### src/rtl/p2s_defs.sv
// Shared defaults and state encoding for the parallel-to-serial transmitter.
package p2s_defs;

    localparam int P2S_WIDTH = 8;
    localparam int P2S_LANES = 4;

    typedef enum logic {
        IDLE  = 1'b0,
        SHIFT = 1'b1
    } p2s_state_e;

    // Bit counter width; keeps a one-bit counter legal for WIDTH == 1.
    function automatic int cnt_bits(input int width);
        return (width > 1) ? $clog2(width) : 1;
    endfunction

endpackage

### src/rtl/p2s_lane.sv
// One serial lane: WIDTH-bit load/shift register, MSB presented on q.
module p2s_lane
    import p2s_defs::*;
#(
    parameter int WIDTH = P2S_WIDTH
) (
    input  logic             clk,
    input  logic             rst_n,
    input  logic             en,
    input  logic             load,
    input  logic [WIDTH-1:0] d,
    output logic             q
);

    logic [WIDTH-1:0] sr;

    // Zero fill means the register is empty again once a word has shifted out.
    always_ff @(posedge clk or negedge rst_n) begin
        if (!rst_n) begin
            sr <= '0;
        end else if (en) begin
            if (load) begin
                sr <= d;
            end else begin
                sr <= sr << 1;
            end
        end
    end

    assign q = sr[WIDTH-1];

endmodule

### src/rtl/p2s_tx.sv
// Multi-lane parallel-to-serial transmitter with a one-deep holding buffer.
//   state | meaning
//   IDLE  | shifter empty, outputs quiet, waiting for a buffered word set
//   SHIFT | shifter transmitting, counter holds remaining bits after this one
module p2s_tx
    import p2s_defs::*;
#(
    parameter int WIDTH = P2S_WIDTH,
    parameter int LANES = P2S_LANES
) (
    input  logic             CLK,
    input  logic             reset,
    input  logic             ENB,
    input  logic             in_valid,
    input  logic [WIDTH-1:0] P0,
    input  logic [WIDTH-1:0] P1,
    input  logic [WIDTH-1:0] P2,
    input  logic [WIDTH-1:0] P3,
    output logic             in_ready,
    output logic [LANES-1:0] s_out,
    output logic             s_valid,
    output logic             frame
);

    localparam int                CNT_W    = cnt_bits(WIDTH);
    localparam logic [CNT_W-1:0]  CNT_LAST = CNT_W'(WIDTH - 1);

    p2s_state_e        state;
    logic [CNT_W-1:0]  cnt;
    logic              buf_full;
    logic [WIDTH-1:0]  buf_data [LANES];
    logic [WIDTH-1:0]  p_word   [LANES];
    logic              accept;
    logic              xfer;

    always_comb begin
        for (int i = 0; i < LANES; i++) begin
            case (i)
                0:       p_word[i] = P0;
                1:       p_word[i] = P1;
                2:       p_word[i] = P2;
                3:       p_word[i] = P3;
                default: p_word[i] = '0;
            endcase
        end
    end

    assign in_ready = ENB & ~buf_full;
    assign accept   = in_valid & in_ready;
    // Buffer moves into the shifter when idle or on the last bit of a word.
    assign xfer     = ENB & buf_full & ((state == IDLE) | (cnt == '0));

    always_ff @(posedge CLK or negedge reset) begin
        if (!reset) begin
            state    <= IDLE;
            cnt      <= '0;
            buf_full <= 1'b0;
            s_valid  <= 1'b0;
            frame    <= 1'b0;
            for (int i = 0; i < LANES; i++) begin
                buf_data[i] <= '0;
            end
        end else if (ENB) begin
            // accept and xfer never coincide: in_ready is low while full.
            if (accept) begin
                buf_full <= 1'b1;
                for (int i = 0; i < LANES; i++) begin
                    buf_data[i] <= p_word[i];
                end
            end else if (xfer) begin
                buf_full <= 1'b0;
            end

            case (state)
                IDLE: begin
                    if (buf_full) begin
                        state   <= SHIFT;
                        cnt     <= CNT_LAST;
                        s_valid <= 1'b1;
                        frame   <= 1'b1;
                    end
                end
                SHIFT: begin
                    frame <= 1'b0;
                    if (cnt == '0) begin
                        if (buf_full) begin
                            cnt   <= CNT_LAST;
                            frame <= 1'b1;
                        end else begin
                            state   <= IDLE;
                            s_valid <= 1'b0;
                        end
                    end else begin
                        cnt <= cnt - 1'b1;
                    end
                end
                default: state <= IDLE;
            endcase
        end
    end

    for (genvar g = 0; g < LANES; g++) begin : g_lane
        p2s_lane #(.WIDTH(WIDTH)) u_lane (
            .clk   (CLK),
            .rst_n (reset),
            .en    (ENB),
            .load  (xfer),
            .d     (buf_data[g]),
            .q     (s_out[g])
        );
    end

endmodule

### config.mk
export PLATFORM = sky130hd
export DESIGN_NAME = p2s_tx
export DESIGN_NICKNAME = d
export VERILOG_FILES = /design/src/rtl/p2s_defs.sv /design/src/rtl/p2s_lane.sv /design/src/rtl/p2s_tx.sv
export SDC_FILE = /design/constraint.sdc
export NUM_CORES = 1
export LEC_CHECK = 0
export ABC_AREA = 1
export CORE_AREA = 5 5 98 72
export CTS_CLUSTER_DIAMETER = 40
export CTS_CLUSTER_SIZE = 40
export DETAILED_ROUTE_END_ITERATION = 8
export DIE_AREA = 0 0 103 77
export PLACE_DENSITY = 0.84
export SLEW_MARGIN = 25
export SYNTH_ARGS = -nofsm -noshare
export SYNTH_HDL_FRONTEND = slang
export SYNTH_SLANG_ARGS = --single-unit
### constraint.sdc
create_clock -name CLK -period 2.57 [get_ports CLK]
set_input_delay 0.771 -clock CLK [delete_from_list [all_inputs] [get_ports CLK]]
set_output_delay 0.771 -clock CLK [all_outputs]
set_load 0.05 [all_outputs]
Word-level counts from Yosys, hierarchy flattened
Index checks and enable logic that the tools add are counted.
- register bits: 71
- add/sub/neg operators: 1
- equality and inequality tests: 3
- multiplexer cells: 18
- bitwise gates (word level): 7
- reductions and logical operators: 6
- operators with widths (cell ; count):
    8-bit 2-to-1 mux ; 4
    1-bit 2-to-1 mux ; 8
    3-bit 2-to-1 mux ; 2
    1-bit case mux with 2 select lines ; 3
    3-bit case mux with 2 select lines ; 1
    2-bit AND reduction ; 3
    1-bit AND ; 4
    2-bit inequality test (second input constant) ; 2
    4-bit AND reduction ; 1
    3-bit zero test ; 1
    3-bit by 1-bit subtractor with 3-bit output (second input constant) ; 1
    2-bit by 1-bit inequality test with 1-bit output (second input constant) ; 1
    1-bit inverter ; 2
    2-bit nonzero test ; 1
    1-bit bitwise OR ; 1

Longest topological paths before layout
Gate-level depths: netlist of the first run.
- depth after elaboration: 5
- depth in mapped cells: 9

By module
Synthesis of the first run repeated with hierarchy kept, for this count alone.
- cells, all modules: 436
- area, all modules: 3389.5 um^2
- by module, submodules not included (module ; instances ; cells an instance ; area an instance (um^2) ; sequential area each (um^2)):
    p2s_lane ; 4 ; 63 ; 431.7 ; 200.2
    p2s_tx ; 1 ; 184 ; 1662.8 ; 975.9

Worst setup path before layout of the first run
No wires, ideal clock.
- path kind: input port to output port
- start: input ENB
- end: output in_ready
- data arrival time: 1.266 ns
- required time: 1.799 ns
- slack: 0.533 ns
- cell stages on the path: 3
- path through: buf_4 -> inv_2 -> nor2_4
- cells in the longest elaborated chain, start to end: 1
- ends and longest elaborated chain (what ; line ; source):
    from (decl) ; p2s_tx.sv:13 ; input logic ENB,
    1-bit AND ; p2s_tx.sv:48 ; assign in_ready = ENB & ~buf_full;
    to (decl) ; p2s_tx.sv:19 ; output logic in_ready,
Every way passes these cells.

Worst setup path in the final report of the first run
Ends and elaborated chain as after synthesis.

==> flow_summary.yaml, run 1 <==
run_status:
  outcome: "finished clean"
placement:
  gp_congestion: 0.781
  numPortBuffers: 42
  placedCellCount: 517
  hpwl_um: 4390
floorplan:
  die_w_um: 103
  die_area_mm2: 0.00793
  row_count: 24
  core_area_mm2: 0.00607
  start_util_pct: 57.7
  ios: 43
  dieHeight_um: 77
logic_synthesis:
  ys.flop_type: "dfrtp_1"
  syn_area_per_cell_um2: 8.46
  ys_top_cells_by_area: "dfrtp_1 (51%), nand2_1 (11%), nand3_1 (8.9%)"
  yosys.area.top_type_share_pct: 50.7
  async_flop_share_pct: 100
  synth.most_common_cell: "nand2_1"
  synthCells: 414
  syn-num-nets: 452
  ys_ff_latch: 71
  synth-seq-area-share_pct: 50.7
  ys_types: 18
  yosysWarnings: 0
  yosysTopAreaCell: "dfrtp_1"
  syn_area_mm2: 0.00350
  synthTopCellsByCount: "nand2_1 (103), dfrtp_1 (71), inv_1 (66), nand3_1 (62), a21oi_2 (29)"
  synth_edf_count: 0
timing:
  finalCritPeriodShare_pct: 94.0
  tns_ns: 0
  drv_slew: 0
  grt_setup_unrepaired: "false"
  relSlewSlack_pct: 66.2
  tightest_slew_ns: 0.506
  max_freq_mhz: 414
  setup_viol: 0
  whs_ns: 0.430
  finalHoldViolCount: 0
  final.setup_skew_ns: 0.00730
  min_period_ns: 2.42
setup_path:
  worst_ep_required_time_ns: 1.80
  critPathKind: "in -> out"
  cp_max_fo: 3
  critPathArrivalTime_ns: 1.65
  critPathCaptureType: "output pin"
  worstSetupStartpointType: "primary input"
clocking:
  holdBufCountCts: 0
  clkSinkCount: 71
  clock_latency_ns: 0.35
  path_clk_slew_ns: 0.07
  root_buffer: "clkbuf_8"
  h-tree-depth: 3
  cts_tree: "built"
  post_cts_buffers: 0
  clockBufferDepth: 2
  cts_resized: 0
  cts_buffers: 9
cells_and_area:
  drive_above_1_share_pct: 15.7
  antennaDiodeCount: 0
  instances_no_fill: 531
  regArea_mm2: 0.00178
  fillers: 475
  area_growth_pct: 16.2
  multi_input_area_mm2: 0.00124
  final_nets: 488
  finish.utilization_pct: 67.1
detailed_routing:
  num_vias: 2651
  drt_iter0_markers: 141
  wirelength_um: 6840
  firstDrtPassIters: 4
  drc: 0
  routed_via_density: 4.99
  post_drt_wl_per_cell_um: 12.9
  ant_nets: 0
hold_path:
  hold_class: "in -> async"
global_route:
  grt_pass1_vias: 2558
  grt_max_degree: 72
  antenna_found_initial: 0
  overflow: 0
  grt_pass1_wl_um: 11800
  grt_usage_pct: 18.8
power:
  cellLeakagePower_nw: 2.17
  powerDensity_mw_per_mm2: 1050
  vdd_drop_max_v: 0.000743
job:
  cap_violations: 0
==> area by class of cell <==
cell class | count | share of cell area, %
clock buffers | 13 | 3.90
clock inverters | 1 | 0.123
inverters | 70 | 6.46
multi-input cells | 247 | 30.4
flip-flops and latches | 71 | 43.7
well taps | 78 | 2.40
repair buffers | 51 | 13.0
==> report_power, final <==
group          internal, mW  switching, mW  total [mW]
registers              1.62          0.225        1.84
clock network         0.392          0.392       0.784
logic                 0.620           1.03        1.65
total                  2.63           1.64        4.27
==> placed cells by master (no fill, tap or decap) <==
master,n
nand2_1,103
dfrtp_1,71
inv_1,66
nand3_1,62
clkdlybuf4s50_1,40
a21oi_2,29
nor2_1,28
clkbuf_8,11
nand2_2,10
o21ai_0,6
buf_4,6
inv_2,4
buf_12,4
nor2_4,2
nand2_4,2
ha_1,2
clkbuf_1,2
o22ai_1,1
o211ai_1,1
nor2_2,1
clkinv_2,1
buf_2,1
==> sequential cells by signal, summed over array words and instances (netlist names) <==
signal / cells
buf_full: 1
state: 1
s_valid: 1
buf_data: 32
cnt: 3
g_lane.u_lane.sr: 32
frame: 1
==> metal layers <==
layer  GRT usage, %  part of all wire, %  vias up
li1               -                    -     1334
met5              0                    0        -
met4           4.66                 0.53        0
met1           26.7                   47     1239
met2           27.2                   46       73
met3           7.16                  6.4        5
==> stage by stage <==
| step | cell area [µm²] | power, mW | setup slack (ns) |
|---|---|---|---|
| 6_report | 4070 | 4.27 | 0.153 |
| 5_1_grt | 4070 | 4.61 | 0.111 |
| 4_1_cts | 4070 | 4.31 | 0.145 |
| 3_5_place_dp | 3910 | 3.51 | 0.150 |
| 3_3_place_gp | 3910 | 3.43 | 0.188 |
| 2_1_floorplan | 3500 | 3.15 | 0.533 |
==> logic make-up after synthesis <==
| family | share of synthesized area [%] |
|---|---|
| flops | 50.7 |
| compound gates | 8.50 |
| buf+inv | 13.9 |
| fa+ha+maj | 0.714 |
| simple gates | 26.2 |
==> worst max-delay path, stage by stage <==
cell and delay (ns):
clkdlybuf4s50_1 0.54, inv_2 0.07, nor2_4 0.12, buf_12 0.15
==> path summary, 6_finish.rpt <==
path	from	end	slack, ns	depth (start not counted)
setup / recovery	ENB	in_ready	0.15	4
hold / removal	reset	buf_data[15]	0.43	2
setup reg to reg	cnt[0]	g_lane[1].u_lane.sr[0]	0.79	8
hold reg to reg	frame	frame	0.48	2
max in group asynchronous	reset	buf_data[23]	1.82	2
min in group CLK	frame	frame	0.48	2
Power figures use the tool's default switching activity.
==> run 2: changes to the inputs <==
--- a/config.mk
+++ b/config.mk
@@ -6,12 +6,13 @@
 export NUM_CORES = 1
 export LEC_CHECK = 0
 export ABC_AREA = 1
-export CORE_AREA = 5 5 98 72
+export CORE_AREA = 5 5 96 71
+export CTS_BUF_LIST = sky130_fd_sc_hd__clkbuf_8
 export CTS_CLUSTER_DIAMETER = 40
 export CTS_CLUSTER_SIZE = 40
 export DETAILED_ROUTE_END_ITERATION = 8
-export DIE_AREA = 0 0 103 77
-export PLACE_DENSITY = 0.84
+export DIE_AREA = 0 0 101 76
+export PLACE_DENSITY = 0.86
 export SLEW_MARGIN = 25
 export SYNTH_ARGS = -nofsm -noshare
 export SYNTH_HDL_FRONTEND = slang
==> run 2 against run 1 <==
Against the previous run: clock power grew 12%; wire length shrank 0.41%; setup slack gained 0.0057 ns; count of clock-buffer cells in the layout shrank 2; final area grew 1.2%; combinational power is essentially flat; total power grew 2.5%; flip-flop and latch count is the same; clock skew grew 0.00085 ns; first-iteration DRC count shrank 2.8%; non-clock buffer count grew 2; critical path depth is the same; largest power group unchanged; highest routed layer unchanged.
==> flow_summary.yaml, run 2 (synthesis gave the netlist of run 1 again) <==
cells_and_area:
  area_growth_pct: 17.6
  antennaDiodeCount: 0
  final_common_cell: "nand2_1"
  layout_common_cells: "nand2_1 (103), dfrtp_1 (71), inv_1 (67)"
  fin_area_mm2: 0.00412
  final_nets: 490
  drive_above_1_share_pct: 16.4
  top_regs: "buf_data: 32 flops, g_lane.u_lane.sr: 32 flops, cnt: 3 flops"
timing:
  grt_setup_unrepaired: "false"
  max_freq_mhz: 415
  final.setup_skew_ns: 0.00814
  min_period_ns: 2.41
  drv_slew: 0
  whs_ns: 0.348
  tns_ns: 0
  setup_viol: 0
  relSlewSlack_pct: 66.5
  tightest_slew_ns: 0.501
  finalHoldViolCount: 0
  finalCritPeriodShare_pct: 93.8
detailed_routing:
  firstDrtPassIters: 4
  ant_nets: 0
  num_vias: 2662
  post_drt_wl_per_cell_um: 12.8
  drt_iter0_markers: 137
  routed_via_density: 4.99
  drc: 0
  wirelength_um: 6820
setup_path:
  path_buf_inv: 3
  path_cells: "clkdlybuf4s50_1 -> inv_2 -> nor2_4 -> buf_12"
  reg2reg_depth: 8
  crit_family: "buffers and inverters"
  worst_ep_required_time_ns: 1.80
  r2r-start: "cnt[0]"
  cp_max_fo: 3
  critPathArrivalTime_ns: 1.64
  worstSetupStartpointType: "primary input"
  critical-path-max-stage-delay_ns: 0.53
  worstReg2RegEnd: "g_lane[1].u_lane.sr[0]"
  rrSetupSlack_ns: 0.80
  critPathCaptureType: "output pin"
  slowest_stage: "clkdlybuf4s50_1"
  critPathLaunch: "ENB"
  cp.depth: 4
  critPathKind: "in -> out"
  endpoint: "in_ready"
floorplan:
  core_area_mm2: 0.00592
  ios: 43
  start_util_pct: 59.2
  die_area_mm2: 0.00768
  die_w_um: 101
  dieHeight_um: 76
  row_count: 24
placement:
  placedInstanceArea_mm2: 0.00392
  gp_congestion: 0.808
  numPortBuffers: 42
  hpwl_um: 4750
global_route:
  grt_use_met2_pct: 31.7
  grt_usage_pct: 19.9
  grt_max_degree: 38
  antenna_found_initial: 0
  use_met3_pct: 4.85
  grt_pass1_wl_um: 12200
  overflow: 0
  grt_pass1_vias: 2776
  busiest_layer: "met2"
  use_met1_pct: 26.2
clocking:
  root_buffer: "clkbuf_8"
  path_clk_slew_ns: 0.07
  cts_buffers: 9
  post_cts_buffers: 0
  clock_latency_ns: 0.35
  cts_tree: "built"
  holdBufCountCts: 0
  clockBufferDepth: 2
  cts_resized: 0
  clkSinkCount: 71
  h-tree-depth: 3
run_status:
  outcome: "finished clean"
hold_path:
  hold_class: "in -> async"
job:
  cap_violations: 0
power:
  totalPowerFinal_mw: 4.38
  powerDensity_mw_per_mm2: 1060
  vdd_drop_max_v: 0.000672
  cellLeakagePower_nw: 2.19
## run 2: worst min path at each step
stage                            start      endpoint  slack (ns)  cells past startpoint
after global placement    buf_data[24]  buf_data[24]        0.45                      2
after global routing             reset  buf_data[14]        0.37                      1
final                            reset  buf_data[14]        0.35                      1
after detailed placement  buf_data[16]  buf_data[16]        0.46                      2
after CTS                        reset  buf_data[14]        0.35                      1
after floorplan           buf_data[16]  buf_data[16]        0.44                      2
## run 2: final cells by class
type,count,area [µm²]
flip-flops and latches,71,1780
clock buffers,11,151
fillers,452,1800
inverters,70,263
clock inverters,4,46.3
multi-input cells,247,1240
repair buffers,53,546
well taps,78,97.6
## run 2: stage by stage
| step | setup slack (ns) | utilization (%) | cells |
|---|---|---|---|
| 3_5_place_dp | 0.156 | 66.3 | 519 |
| 5_1_grt | 0.134 | 69.6 | 534 |
| 6_report | 0.159 | 69.6 | 534 |
| 3_3_place_gp | 0.185 | 66.3 | 519 |
| 2_1_floorplan | 0.533 | - | 414 |
| 4_1_cts | 0.155 | 69.6 | 534 |
## run 2: metal layers
layer,wire [µm],up-vias
li1,-,1335
met1,3050,1248
met2,3220,67
met3,451,12
met4,92,0
met5,0,-
## run 2: power breakdown
part           switching, mW  internal (mW)
Clock                  0.390          0.490
Combinational           1.04          0.624
Sequential             0.218           1.62
==> run 3: changes to the inputs <==
--- a/config.mk
+++ b/config.mk
@@ -13,6 +13,7 @@
 export DETAILED_ROUTE_END_ITERATION = 8
 export DIE_AREA = 0 0 101 76
 export PLACE_DENSITY = 0.86
+export SKIP_LAST_GASP = 1
 export SLEW_MARGIN = 25
 export SYNTH_ARGS = -nofsm -noshare
 export SYNTH_HDL_FRONTEND = slang
==> results of run 3 <==
Final layout, timing and power as in run 2 (identical DEF).
